==> src/rtl/prog_interval_timer.sv <==
`timescale 1ns/1ps
`default_nettype none
// ============================================================================
// Module      : prog_interval_timer
// Description : Programmable interval timer. A prescaler divides clk down to
//               a TICK_HZ strobe (DIV = CLK_HZ/TICK_HZ, DIV >= 1), and a
//               WIDTH-bit counter steps once per strobe in one of three modes:
//                 mode 00 UP         : 0,1,2,... wraps, never expires
//                 mode 01 DOWN       : load,load-1,...,0 then expires
//                 mode 10 ONESHOT_UP : 0,1,...,load then expires
//                 mode 11            : same as UP
//               mode/load are captured on the start edge.
// Ports       : clk        clock
//               rst        asynchronous active-high reset
//               t_en       start level; its rising edge starts a run
//               t_stop     synchronous stop (RUN -> DONE, count frozen)
//               t_clear    synchronous clear (any state -> IDLE, count 0)
//               mode[1:0]  counting mode, sampled at start
//               load       DOWN start value / ONESHOT_UP target
//               t_valid    one-clk pulse whenever t_out takes a new value
//               t_out      current count
//               t_busy     high while running
//               t_expired  one-clk pulse when DOWN hits 0 / ONESHOT hits load
// Config      : define TIMER_SATURATE_EN to make UP counting hold at the
//               all-ones value instead of wrapping (no t_valid while held).
// Revision    : 1.0  initial release
// ============================================================================
module prog_interval_timer #(
  parameter int CLK_HZ  = 50_000_000,
  parameter int TICK_HZ = 10,
  parameter int WIDTH   = 16
) (
  input  logic             clk,
  input  logic             rst,
  input  logic             t_en,
  input  logic             t_stop,
  input  logic             t_clear,
  input  logic [1:0]       mode,
  input  logic [WIDTH-1:0] load,
  output logic             t_valid,
  output logic [WIDTH-1:0] t_out,
  output logic             t_busy,
  output logic             t_expired
);

  localparam int               c_DIV      = CLK_HZ / TICK_HZ;
  localparam int               c_PW       = (c_DIV > 1) ? $clog2(c_DIV) : 1;
  localparam logic [c_PW-1:0]  c_PRE_LAST = c_PW'(c_DIV - 1);
  localparam logic [c_PW-1:0]  c_PRE_ONE  = c_PW'(1);
  localparam logic [WIDTH-1:0] c_ONE      = WIDTH'(1);

  localparam logic [1:0] c_MODE_UP      = 2'd0;
  localparam logic [1:0] c_MODE_DOWN    = 2'd1;
  localparam logic [1:0] c_MODE_ONESHOT = 2'd2;

  localparam logic [1:0] S_IDLE = 2'd0;
  localparam logic [1:0] S_RUN  = 2'd1;
  localparam logic [1:0] S_DONE = 2'd2;

  logic [1:0]       r_state;
  logic [c_PW-1:0]  r_presc;
  logic [WIDTH-1:0] r_count;
  logic             r_valid;
  logic             r_expired;
  logic             r_en_d;
  logic [1:0]       r_mode;
  logic [WIDTH-1:0] r_load;

  logic             w_start;
  logic             w_tick;
  logic             w_zero_target;
  logic [WIDTH-1:0] w_inc;
  logic [WIDTH-1:0] w_dec;

  assign w_start = t_en & ~r_en_d;
  assign w_tick  = (r_state == S_RUN) && (r_presc == c_PRE_LAST);
  // DOWN from 0 or ONESHOT to 0 is already at its end value when started;
  // it expires on the first RUN cycle without emitting another value.
  assign w_zero_target = (r_mode != c_MODE_UP) && (r_load == '0);
  assign w_inc = r_count + c_ONE;
  assign w_dec = r_count - c_ONE;

  always_ff @(posedge clk or posedge rst) begin
    if (rst) begin
      r_state   <= S_IDLE;
      r_presc   <= '0;
      r_count   <= '0;
      r_valid   <= 1'b0;
      r_expired <= 1'b0;
      r_en_d    <= 1'b0;
      r_mode    <= c_MODE_UP;
      r_load    <= '0;
    end else begin
      r_en_d    <= t_en;
      r_valid   <= 1'b0;
      r_expired <= 1'b0;
      if (t_clear) begin
        r_state <= S_IDLE;
        r_count <= '0;
        r_presc <= '0;
      end else if (t_stop) begin
        // Stop only acts on a running timer; it also masks a start edge.
        if (r_state == S_RUN) begin
          r_state <= S_DONE;
          r_presc <= '0;
        end
      end else if (r_state == S_RUN) begin
        if (w_zero_target) begin
          r_state   <= S_DONE;
          r_expired <= 1'b1;
          r_presc   <= '0;
        end else if (w_tick) begin
          r_presc <= '0;
          case (r_mode)
            c_MODE_DOWN: begin
              r_count <= w_dec;
              r_valid <= 1'b1;
              if (w_dec == '0) begin
                r_state   <= S_DONE;
                r_expired <= 1'b1;
              end
            end
            c_MODE_ONESHOT: begin
              r_count <= w_inc;
              r_valid <= 1'b1;
              if (w_inc == r_load) begin
                r_state   <= S_DONE;
                r_expired <= 1'b1;
              end
            end
            default: begin
`ifdef TIMER_SATURATE_EN
              if (r_count != '1) begin
                r_count <= w_inc;
                r_valid <= 1'b1;
              end
`else
              r_count <= w_inc;
              r_valid <= 1'b1;
`endif
            end
          endcase
        end else begin
          r_presc <= r_presc + c_PRE_ONE;
        end
      end else if (w_start) begin
        // From IDLE or DONE: capture a fresh mode/load and publish the
        // initial value immediately.
        r_state <= S_RUN;
        r_presc <= '0;
        r_valid <= 1'b1;
        r_mode  <= (mode == 2'b11) ? c_MODE_UP : mode;
        r_load  <= load;
        r_count <= (mode == c_MODE_DOWN) ? load : '0;
      end
    end
  end

  assign t_valid   = r_valid;
  assign t_out     = r_count;
  assign t_busy    = (r_state == S_RUN);
  assign t_expired = r_expired;

endmodule
`default_nettype wire

==> config.mk <==
export PLATFORM = sky130hd
export DESIGN_NAME = prog_interval_timer
export DESIGN_NICKNAME = d
export VERILOG_FILES = /design/src/rtl/prog_interval_timer.sv
export SDC_FILE = /design/constraint.sdc
export NUM_CORES = 1
export LEC_CHECK = 0
export BUFFER_PORTS_ARGS = -buffer_cell sky130_fd_sc_hd__buf_4
export CORE_MARGIN = 10
export CORE_UTILIZATION = 30
export CTS_CLUSTER_DIAMETER = 200
export CTS_CLUSTER_SIZE = 12
export DETAILED_ROUTE_END_ITERATION = 10
export SLEW_MARGIN = 40
export SYNTH_ARGS = -nofsm -noshare
export SYNTH_HDL_FRONTEND = slang
export SYNTH_SLANG_ARGS = --single-unit
==> constraint.sdc <==
create_clock -name clk -period 5.68 [get_ports clk]
set_input_delay 0.568 -clock clk [delete_from_list [all_inputs] [get_ports clk]]
set_output_delay 0.568 -clock clk [all_outputs]
set_load 0.01 [all_outputs]
Word level (Yosys, flattened, before mapping)
Cells that the tools add are included.
{ "classes": {"bitwise_logic": 5, "eq_ne": 15, "add_sub_neg": 3, "muxes": 40, "reduce_logical": 10} }
{ "ops": {"columns": ["op", "n"], "rows": [
  ["2-to-1 mux 23 bit", 7],
  ["2-to-1 mux 16 bit", 8],
  ["zero test 16 bit", 2],
  ["adder 23 x 1 -> 23 bit, second input constant", 1],
  ["== test 23 bit, second input constant", 1],
  ["2-to-1 mux 2 bit", 10],
  ["adder 16 x 1 -> 16 bit, second input constant", 1],
  ["== test 16 bit", 1],
  ["subtractor 16 x 1 -> 16 bit, second input constant", 1],
  ["2-to-1 mux 1 bit", 13],
  ["inequality test 6 bit, second input constant", 2],
  ["AND reduction 4 bit", 2],
  ["== test 2 x 1 -> 1 bit, second input constant", 3],
  ["inequality test 6 x 3 -> 1 bit, second input constant", 1],
  ["AND reduction 6 bit", 1],
  ["inequality test 5 x 3 -> 1 bit, second input constant", 1],
  ["== test 2 bit, second input constant", 2],
  ["NOT 1 bit", 4],
  ["one-hot mux 2 bit (2 select lines)", 1],
  ["inequality test 3 x 1 -> 1 bit, second input constant", 1],
  ["inequality test 3 x 2 -> 1 bit, second input constant", 1],
  ["inequality test 3 bit, second input constant", 1],
  ["nonzero test 3 bit", 1],
  ["logical AND 1 bit", 2],
  ["5 further kinds", 5]
]} }
{ "word_totals": {"regBits": 62, "elab_cells": 81, "inputBits": 23, "out_inout_bits": 19} }

Logic depth before layout (Yosys ltp)
Gate-level depths: netlist (run 1).
{ "logic_depth": {"depth_word": 9, "mapped_depth": 10, "ltp_nobuf": 9} }

Worst setup path before layout (run 1)
No wires, ideal clock.
{ "synth_timing": {"path_type": "register to register", "from": "reg r_count[1], in the netlist t_out[1]", "to": "reg r_expired, in the netlist t_expired", "stages_incl_launch_ff": 9, "path_slack_ps": 3109, "t_arrival_ps": 2475, "setup_ps": 96, "period_less_slack_ps": 2571, "required_ps": 5584, "path_buffers": 0, "path_cell_list": "dfrtp_1 -> ha_1 -> nand3_1 -> or4_4 -> or3_1 -> a221oi_2 -> and4_1 -> a211oi_1 -> nor4_2"} }
{ "synth_via": {"elab_chain_cells": 9, "word_cells_on_any_way": 12, "cone_classes": "2 x add/sub; 1 x eq/ne; 8 x mux; 1 x reduce/logical"} }
{ "synth_lines": {"columns": ["item", "line_no", "source"], "rows": [
  ["start, declared", "62", "logic [WIDTH-1:0] r_count;"],
  ["start signal, assigned", "116", "r_count <= w_dec;"],
  ["start signal, assigned", "124", "r_count <= w_inc;"],
  ["start signal, assigned", "138", "r_count <= w_inc;"],
  ["adder 16 x 1 -> 16 bit / subtractor 16 x 1 -> 16 bit (equally long branches)", "80, 81", null],
  ["== test 16 bit / zero test 16 bit (equally long branches)", "126, 118", null],
  ["2-to-1 mux 1 bit, on equally long branches", "126, 118", null],
  ["one-hot mux 1 bit (2 select lines) (*)", "114", "case (r_mode)"],
  ["2-to-1 mux 1 bit (*)", "112", "end else if (w_tick) begin"],
  ["2-to-1 mux 1 bit (*)", "108", "if (w_zero_target) begin"],
  ["2-to-1 mux 1 bit (*)", "107", "end else if (r_state == S_RUN) begin"],
  ["2-to-1 mux 1 bit (*)", "101", "end else if (t_stop) begin"],
  ["2-to-1 mux 1 bit (*)", "97", "if (t_clear) begin"],
  ["end signal, assigned", "96", "r_expired <= 1'b0;"],
  ["end signal, assigned", "110", "r_expired <= 1'b1;"],
  ["end signal, assigned", "120", "r_expired <= 1'b1;"],
  ["end, declared", "64", "logic r_expired;"]
]} }
Every way passes the cells marked *; elsewhere a longest branch is shown, timed or not.
A chain may end at the register's enable or synchronous reset.

Worst setup path after layout (run 1)
{ "layout_timing": {"from": "reg r_mode[1]", "to": "reg r_state[0]"} }
{ "layout_via": {"elab_chain_cells": 7, "word_cells_on_any_way": 15, "cone_classes": "6 x eq/ne; 6 x mux; 3 x reduce/logical"} }
{ "layout_lines": {"columns": ["item", "line_no", "source"], "rows": [
  ["start, declared", "66", "logic [1:0] r_mode;"],
  ["start signal, assigned", "91", "r_mode <= c_MODE_UP;"],
  ["start signal, assigned", "152", "r_mode <= (mode == 2'b11) ? c_MODE_UP : mode;"],
  ["== test 2 bit / == test 2 x 1 -> 1 bit (equally long branches)", "114", null],
  ["one-hot mux 2 bit (2 select lines)", "114", null],
  ["2-to-1 mux 2 bit", "112", null],
  ["2-to-1 mux 2 bit", "108", null],
  ["2-to-1 mux 2 bit", "107", null],
  ["2-to-1 mux 2 bit", "101", null],
  ["2-to-1 mux 2 bit", "97", null],
  ["end signal, assigned", "98", "r_state <= S_IDLE;"],
  ["end signal, assigned", "104", "r_state <= S_DONE;"],
  ["end signal, assigned", "109", "r_state <= S_DONE;"],
  ["end, declared", "60", "logic [1:0] r_state;"]
]} }
Parallel ways exist; a longest one is shown, timed or not. The select of a mux whose other input is x is not followed.

==> results of run 1 <==
kinds of logic (layout without fill, tap and decap cells):
| group | after synthesis | after routing | synth area share, % |
|---|---|---|---|
| simple gates | 192 | 192 | 25.42 |
| compound gates | 112 | 112 | 18.13 |
| flops | 62 | 62 | 37.84 |
| buf+inv | 44 | 75 | 4.547 |
| xor+xnor | 33 | 33 | 7.049 |
| mux | 18 | 18 | 4.882 |
| fa+ha+maj | 7 | 7 | 2.136 |
flip-flops by register name, summed over array words and instances, names as in the netlist:
signal     count
r_state        2
t_valid        1
r_mode         2
t_out         16
r_en_d         1
t_expired      1
r_presc       23
r_load        16
stage by stage:
step / cells / hold slack (ns) / util, % / worst slack (ns)
6_report: 675 / 0.3584 / 36.50 / 2.417
5_1_grt: 675 / 0.3495 / 36.50 / 2.270
4_1_cts: 675 / 0.3457 / 36.47 / 2.475
3_5_place_dp: 659 / 0.5231 / 34.23 / 2.480
3_3_place_gp: 659 / 0.5096 / 34.11 / 2.363
2_1_floorplan: 468 / 0.4818 / - / 3.109
cell usage after synthesis, types with 5 or more instances:
cell type / number / area, sq um
clkbuf_1: 18 / 67.56
o21ai_0: 45 / 225.2
inv_1: 13 / 48.80
or3_1: 11 / 68.82
a21oi_1: 16 / 80.08
and4_1: 5 / 43.79
xor2_1: 12 / 105.1
nand4_1: 10 / 62.56
nand3_1: 18 / 90.09
nand2_1: 31 / 116.4
dfrtp_1: 62 / 1551
buf_2: 8 / 40.04
xnor2_1: 21 / 183.9
o31ai_1: 7 / 52.55
nor4_1: 9 / 56.30
a22oi_1: 10 / 75.07
mux2_2: 16 / 180.2
nor2_1: 51 / 191.4
nor3_1: 13 / 65.06
ha_1: 7 / 87.58
nor3b_1: 6 / 45.04
and3_1: 10 / 62.56
routing by layer:
metal | GRT usage [%] | share of wire [%] | wire, um | vias up
met3 | 3.886 | 6.1 | 724 | 18
met5 | 0 | 0 | 0 | -
li1 | - | - | - | 1745
met2 | 20.47 | 47 | 5531 | 105
met4 | 4.333 | 1.8 | 213 | 0
met1 | 16.96 | 45 | 5389 | 1798
how the worst max path moves through the flow:
stage	depth (start not counted)	slack, ns	to
final	9	2.42	r_state[0]
after global routing	9	2.27	r_state[0]
after CTS	9	2.47	r_state[0]
after detailed placement	9	2.48	r_state[0]
after global placement	8	2.36	r_state[1]
after floorplan	8	3.11	t_expired
power breakdown:
part / switching (mW) / internal, mW
registers: 0.0639 / 0.483
logic: 0.169 / 0.138
clock network: 0.212 / 0.340
layout make-up:
type,instances,share of cell area (%)
clock buffer,9,4.642
clock inverter,7,1.496
inverter,15,1.160
multi-input combinational,362,49.30
sequential,62,31.98
tap,176,4.538
timing repair buffer,44,6.885
==> impl_metrics.env, run 1 <==
export IMPL_cts_sinks=62
export IMPL_postRouteAntennaNets=0
export IMPL_finalSetupTns_ns=0
export IMPL_critPathLaunchType="register"
export IMPL_crit_family="simple AND/OR/NAND/NOR gates"
export IMPL_required_ns=5.90
export IMPL_gr_total_overflow=0
export IMPL_fp_dieW_um=136.9
export IMPL_antenna_cells=0
export IMPL_cts_buffers=9
export IMPL_clock_latency_ns=0.34
export IMPL_placed_cell_area_sq_um=4551
export IMPL_grt_pass1_vias=3680
export IMPL_clk_pin_slew_ns=0.06
export IMPL_synth_area_sq_um=4100
export IMPL_htree_num_levels=3
export IMPL_synth_cell_type_count=65
export IMPL_final_common_cell="dfrtp_1"
export IMPL_core_area_sq_um=13300
export IMPL_cts_tree="done"
export IMPL_die_y_um=136.9
export IMPL_synth_nets=498
export IMPL_cp_max_fo=18
export IMPL_rows=42
export IMPL_grt_usage_pct=13.12
export IMPL_p_per_area_nw_per_um2=289.7
export IMPL_ys_warn_count=0
export IMPL_start_util_pct=30.84
export IMPL_rsz0062_at_grt="false"
export IMPL_min_from="t_en"
export IMPL_holdBufCountCts=0
export IMPL_hold_viol_final=0
export IMPL_synth_edf_count=0
export IMPL_r2r_cells=9
export IMPL_drive_above_1_share_pct=19.24
export IMPL_cpMaxStageDelayCell="ha_1"
export IMPL_ys_ff_latch=62
export IMPL_outcome="completed"
export IMPL_first_iter_violations=325
export IMPL_dp_hpwl_um=8445
export IMPL_cp_startpoint="r_mode[1]"
export IMPL_fmaxAchievable_mhz=306.5
export IMPL_yosysSeqAreaShare_pct=37.84
export IMPL_cts_root_buffer="clkbuf_16"
export IMPL_grt_antenna_before_repair=0
export IMPL_timing_reg2reg_setup_slack_ns=2.42
export IMPL_io_buffers=41
export IMPL_post_route_drc_count=0
export IMPL_netlist_instances=468
export IMPL_r2r_end="r_state[0]"
export IMPL_fillerInstances=1364
export IMPL_vias=3666
export IMPL_routed_via_density=5.431
export IMPL_synth_flop_cell="dfrtp_1"
export IMPL_grt_max_degree=63
export IMPL_max_stage_delay_ns=0.63
export IMPL_total_power_mw=1.406
export IMPL_holdPathStages=1
export IMPL_critPathKind="register to register"
export IMPL_final_period_utilization_pct=57.45
export IMPL_r2r_start="r_mode[1]"
export IMPL_setup_violations=0
export IMPL_mostFrequentLayoutCells="62 x dfrtp_1, 50 x nor2_1, 45 x o21ai_0, 43 x buf_4, 31 x nand2_1"
export IMPL_place_congestion=0.8479
export IMPL_dr_pass1_iters=5
export IMPL_drv_slew=0
export IMPL_io_pins=42
export IMPL_cts_buffer_depth=2
export IMPL_skew_ns=0.009242
export IMPL_cp_end_kind="register"
export IMPL_post_cts_buffers=0
export IMPL_synthArstFlopShare_pct=100.0
export IMPL_maxCapViolCount=0
export IMPL_worstMarginPinSlew_ns=0.7930
export IMPL_ir_drop_uv=161.9
export IMPL_syn_avg_cell_area_sq_um=8.761
export IMPL_fin_crit_ns=3.263
export IMPL_path_cells="inv_1 -> ha_1 -> inv_2 -> nor4_1 -> nand4_1 -> or4b_1 -> o31a_1 -> a221oi_1 -> a21bo_1"
export IMPL_slew_headroom_pct=46.46
export IMPL_wl_um=11860
export IMPL_regArea_sq_um=1551
export IMPL_multi_input_area_sq_um=2392
export IMPL_holdPathEnd="r_en_d"
export IMPL_cts_resized_gates=0
export IMPL_area_growth_pct=18.34
export IMPL_p_leak_nw=1.937
export IMPL_arrival_ns=3.49
export IMPL_worstHoldPathType="input pin to register"
export IMPL_die_area_sq_um=18740
export IMPL_crit_buf_inv=2
export IMPL_final_nets=524
export IMPL_grt_pass1_wl_um=19460
export IMPL_finalInstanceArea_sq_um=4852
export IMPL_wire_per_inst_um=17.57
(Power assumes the default switching activity.)
==> run 2, diff against run 1 <==
Clock period 5.68 ns to 3.2 ns, I/O delays scaled along.
==> run 2 against run 1 <==
  * Core utilization grew 0.54 points
  * Setup slack lost 2.2 ns
  * Register-to-register slack lost 2.2 ns
  * Design area grew 1.5%
  * Via count is essentially flat
  * First-iteration DRC count shrank 9.5%
  * Combinational power grew 88%
  * Highest routed layer unchanged
  * Power grew 78%
  * Critical path depth shrank 1
  * Wire length grew 3.4%
==> impl_metrics.env, run 2 (synthesis gave the netlist of run 1 again) <==
export IMPL_outcome="completed"
export IMPL_top_register="r_presc"
export IMPL_wire_per_inst_um=17.88
export IMPL_fmaxAchievable_mhz=335.8
export IMPL_post_route_drc_count=0
export IMPL_arrival_ns=3.22
export IMPL_gr_total_overflow=0
export IMPL_io_pins=42
export IMPL_htree_num_levels=3
export IMPL_cts_buffer_depth=2
export IMPL_placed_cell_area_sq_um=4634
export IMPL_p_per_area_nw_per_um2=509.3
export IMPL_fin_crit_ns=2.978
export IMPL_maxCapViolCount=0
export IMPL_setup_violations=0
export IMPL_cp_startpoint="t_out[1]"
export IMPL_cpMaxStageDelayCell="or4_4"
export IMPL_placed_cells=671
export IMPL_antenna_cells=0
export IMPL_holdBufCountCts=0
export IMPL_io_buffers=41
export IMPL_cts_root_buffer="clkbuf_16"
export IMPL_wl_um=12270
export IMPL_cts_tree="done"
export IMPL_final_common_cell="dfrtp_1"
export IMPL_r2r_cells=8
export IMPL_mostFrequentLayoutCells="62 x dfrtp_1, 56 x buf_4, 51 x nor2_1, 45 x o21ai_0, 31 x nand2_1"
export IMPL_area_growth_pct=20.08
export IMPL_cts_sinks=62
export IMPL_finalSetupTns_ns=0
export IMPL_place_congestion=0.8773
export IMPL_cts_buffers=9
export IMPL_vias=3665
export IMPL_slew_headroom_pct=49.81
export IMPL_grt_pass1_vias=3716
export IMPL_required_ns=3.44
export IMPL_finalInstanceArea_sq_um=4923
export IMPL_worstMarginPinSlew_ns=0.7487
export IMPL_start_util_pct=30.84
export IMPL_cts_resized_gates=0
export IMPL_timing_reg2reg_setup_slack_ns=0.22
export IMPL_core_area_sq_um=13300
export IMPL_clk_pin_slew_ns=0.06
export IMPL_fin_cells=686
export IMPL_final_period_utilization_pct=93.05
export IMPL_grt_antenna_before_repair=0
export IMPL_rsz0062_at_grt="false"
export IMPL_p_leak_nw=1.993
export IMPL_post_cts_buffers=0
export IMPL_drv_slew=0
export IMPL_postRouteAntennaNets=0
export IMPL_crit_family="simple AND/OR/NAND/NOR gates"
export IMPL_critPathKind="register to register"
export IMPL_dp_hpwl_um=8914
export IMPL_cp_end_kind="register"
export IMPL_dpl_worst_slack_ns=0.2786
export IMPL_final_nets=536
export IMPL_total_power_mw=2.507
export IMPL_grt_max_degree=38
export IMPL_skew_ns=0.006966
export IMPL_max_stage_delay_ns=0.62
export IMPL_ir_drop_uv=319.9
export IMPL_hold_viol_final=0
export IMPL_holdWs_ns=0.02112
export IMPL_die_y_um=136.9
export IMPL_post_route_util_pct=37.03
export IMPL_grt_usage_pct=13.64
export IMPL_routed_via_density=5.343
export IMPL_rows=42
export IMPL_critPathLaunchType="register"
export IMPL_cp_max_fo=8
export IMPL_grt_pass1_wl_um=20090
export IMPL_dr_pass1_iters=5
export IMPL_r2r_start="t_out[1]"
export IMPL_path_cells="ha_1 -> nand3_1 -> or4_4 -> or3_1 -> a221oi_2 -> and4_1 -> nor2b_1 -> o31ai_1"
export IMPL_die_area_sq_um=18740
export IMPL_drive_above_1_share_pct=20.59
export IMPL_crit_buf_inv=0
export IMPL_r2r_end="r_state[1]"
export IMPL_largest_reg_flops=23
export IMPL_worstHoldPathType="input pin to asynchronous set/reset pin"
export IMPL_fp_dieW_um=136.9
export IMPL_timing_final_ws_setup_ns=0.2223
export IMPL_first_iter_violations=294
export IMPL_clock_latency_ns=0.35
==> run 2: cell count changes in the layout (fill, tap and decap cells not counted), sizes merged <==
cell	delta
buf	+12
inv	-1
==> run 2: worst reg2reg max path: stages, from the launching register on <==
cell and delay, ns:
dfrtp_1 0.50, ha_1 0.31, nand3_1 0.20, or4_4 0.62, or3_1 0.34, a221oi_2 0.29, and4_1 0.28, nor2b_1 0.08
o31ai_1 0.25
==> run 2: cell type report <==
type | instances | area, sq um
Clock buffer | 9 | 225.2
Clock inverter | 6 | 63.81
Fill cell | 1334 | 8372
Inverter | 15 | 58.81
Multi-Input combinational cell | 362 | 2384
Sequential cell | 62 | 1551
Tap cell | 176 | 220.2
Timing Repair Buffer | 56 | 420.4
==> run 2: worst max path at each step <==
stage / end / cells past startpoint
2_1_floorplan: t_expired / 8
3_3_place_gp: t_expired / 8
3_5_place_dp: r_state[1] / 8
4_1_cts: r_state[1] / 8
5_1_grt: t_expired / 8
6_report: r_state[1] / 8
==> run 2: per-layer routing <==
| layer | GRT usage, % | vias up | part of all wire [%] | wire [um] |
|---|---|---|---|---|
| li1 | - | 1779 | - | - |
| met1 | 17.40 | 1799 | 46 | 5650 |
| met2 | 21.28 | 73 | 47 | 5810 |
| met3 | 4.142 | 14 | 5.1 | 621 |
| met4 | 4.977 | 0 | 1.5 | 183 |
| met5 | 0 | - | 0 | 0 |
==> run 2: report_power, final <==
part	total [mW]	switching, mW	internal [mW]
registers	0.959	0.101	0.858
logic	0.578	0.319	0.260
clock network	0.970	0.374	0.596
total	2.51	0.794	1.71
==> run 3, diff against run 2 <==
Settings changed: CELL_PAD_IN_SITES_DETAIL_PLACEMENT from default to 1, CELL_PAD_IN_SITES_GLOBAL_PLACEMENT from default to 1, PLACE_DENSITY_LB_ADDON from default to 0.1.
==> run 3 against run 2 <==
  * Core utilization rose by 0.22 points
  * Largest power group is now registers
  * Critical path depth did not move
  * Critical endpoint is now t_expired
  * Critical path type unchanged
  * Power fell by 0.20%
==> impl_metrics.env, run 3 (synthesis gave the netlist of run 1 again) <==
export IMPL_fp_dieW_um=136.9
export IMPL_final_common_cell="dfrtp_1"
export IMPL_cts_buffers=9
export IMPL_maxCapViolCount=0
export IMPL_outcome="completed"
export IMPL_p_leak_nw=2.019
export IMPL_cp_end_kind="register"
export IMPL_timing_final_ws_setup_ns=0.4939
export IMPL_arrival_ns=2.95
export IMPL_holdBufCountCts=0
export IMPL_cpMaxStageDelayCell="or4_4"
export IMPL_cts_resized_gates=0
export IMPL_worstHoldPathType="input pin to asynchronous set/reset pin"
export IMPL_max_stage_delay_ns=0.64
export IMPL_dp_hpwl_um=10300
export IMPL_ir_drop_uv=247.4
export IMPL_drv_slew=0
export IMPL_io_buffers=41
export IMPL_placed_cell_area_sq_um=4664
export IMPL_grt_antenna_before_repair=0
export IMPL_timing_reg2reg_setup_slack_ns=0.49
export IMPL_path_cells="ha_1 -> nand3_1 -> or4_4 -> or3_1 -> a221oi_2 -> and4_1 -> a211oi_1 -> nor4_2"
export IMPL_grt_usage_pct=15.23
export IMPL_critPathKind="register to register"
export IMPL_cp_max_fo=5
export IMPL_hold_viol_final=0
export IMPL_grt_pass1_vias=3876
export IMPL_slew_headroom_pct=45.92
export IMPL_placed_cells=676
export IMPL_vias=3810
export IMPL_finalInstanceArea_sq_um=4952
export IMPL_fmaxAchievable_mhz=369.5
export IMPL_final_nets=541
export IMPL_finalSetupTns_ns=0
export IMPL_io_pins=42
export IMPL_cts_tree="done"
export IMPL_rsz0062_at_grt="false"
export IMPL_mostFrequentLayoutCells="62 x dfrtp_1, 61 x buf_4, 51 x nor2_1, 45 x o21ai_0, 31 x nand2_1"
export IMPL_fin_crit_ns=2.706
export IMPL_setup_violations=0
export IMPL_routed_via_density=5.506
export IMPL_r2r_start="t_out[0]"
export IMPL_die_y_um=136.9
export IMPL_top_register="r_presc"
export IMPL_grt_pass1_wl_um=22160
export IMPL_final_period_utilization_pct=84.56
export IMPL_holdWs_ns=0.07081
export IMPL_rows=42
export IMPL_place_congestion=0.8311
export IMPL_die_area_sq_um=18740
export IMPL_antenna_cells=0
export IMPL_critPathLaunchType="register"
export IMPL_clk_pin_slew_ns=0.06
export IMPL_drive_above_1_share_pct=21.32
export IMPL_r2r_end="t_expired"
export IMPL_worstMarginPinSlew_ns=0.8010
export IMPL_gr_total_overflow=0
export IMPL_cp_startpoint="t_out[0]"
export IMPL_cts_root_buffer="clkbuf_16"
export IMPL_postRouteAntennaNets=0
export IMPL_p_per_area_nw_per_um2=505.3
export IMPL_cts_buffer_depth=2
export IMPL_wl_um=13610
export IMPL_dr_pass1_iters=4
export IMPL_clock_latency_ns=0.34
export IMPL_grt_max_degree=49
export IMPL_r2r_cells=8
export IMPL_crit_end="t_expired"
export IMPL_wire_per_inst_um=19.66
export IMPL_required_ns=3.44
export IMPL_skew_ns=0.007854
export IMPL_area_growth_pct=20.78
export IMPL_first_iter_violations=275
export IMPL_start_util_pct=30.84
export IMPL_post_route_drc_count=0
export IMPL_dpl_worst_slack_ns=0.5274
export IMPL_htree_num_levels=3
export IMPL_core_area_sq_um=13300
export IMPL_fin_cells=692
export IMPL_cts_sinks=62
export IMPL_post_cts_buffers=0
export IMPL_largest_reg_flops=23
[run 3: cell types whose count changed in the layout (fill, tap and decap cells not counted), sizes merged]
cell,delta
clkbuf,+4
clkinv,-1
clkinvlp,-1
bufinv,-1
buf,+5
[run 3: worst max-delay path: cells and delay by family, from the launching register on]
family | cells | cell delay (ns)
AND/OR/NAND/NOR | 5 | 1.67
AO/OA/AOI/OAI | 2 | 0.37
flip-flops | 1 | 0.35
adder cells (fa/ha/maj) | 1 | 0.24
[run 3: layout make-up]
class	count	area [sq um]
clock buffers	13	270.3
clock inverters	3	17.52
fillers	1532	8343
inverters	15	58.81
multi-input cells	362	2376
flip-flops and latches	62	1551
well taps	176	220.2
repair buffers	61	457.9
[run 3: power breakdown]
group | internal (mW) | leakage, nW | switching (mW) | total, mW
clock | 0.585 | 0.142 | 0.360 | 0.945
sequential | 0.858 | 0.821 | 0.105 | 0.963
combinational | 0.262 | 1.06 | 0.332 | 0.594
[run 3: metal layers]
layer | wire, um | GRT usage, % | up-vias | part of all wire [%]
li1 | - | - | 1793 | -
met1 | 6749 | 21.95 | 1919 | 50
met2 | 5888 | 21.36 | 84 | 43
met3 | 813 | 4.545 | 14 | 6.0
met4 | 157 | 4.215 | 0 | 1.2
met5 | 0 | 0 | - | 0
[run 3: metrics by stage]
| step | util [%] | power (mW) |
|---|---|---|
| global route | 37.25 | 2.652 |
| detailed placement | 35.08 | 1.573 |
| finish | 37.25 | 2.502 |
| CTS | 37.25 | 2.540 |
| floorplan | - | 1.343 |
| global placement | 35.06 | 1.567 |
[run 3: worst min-delay path by stage]
stage | to | slack, ns | startpoint | cells after the start
after floorplan | r_en_d | 0.35 | t_en | 0
after global placement | r_en_d | 0.45 | t_en | 1
after CTS | r_presc[3] | 0.09 | rst | 2
final | r_presc[3] | 0.07 | rst | 2
after global routing | r_en_d | 0.09 | t_en | 1
after detailed placement | r_presc[3] | 0.45 | rst | 2
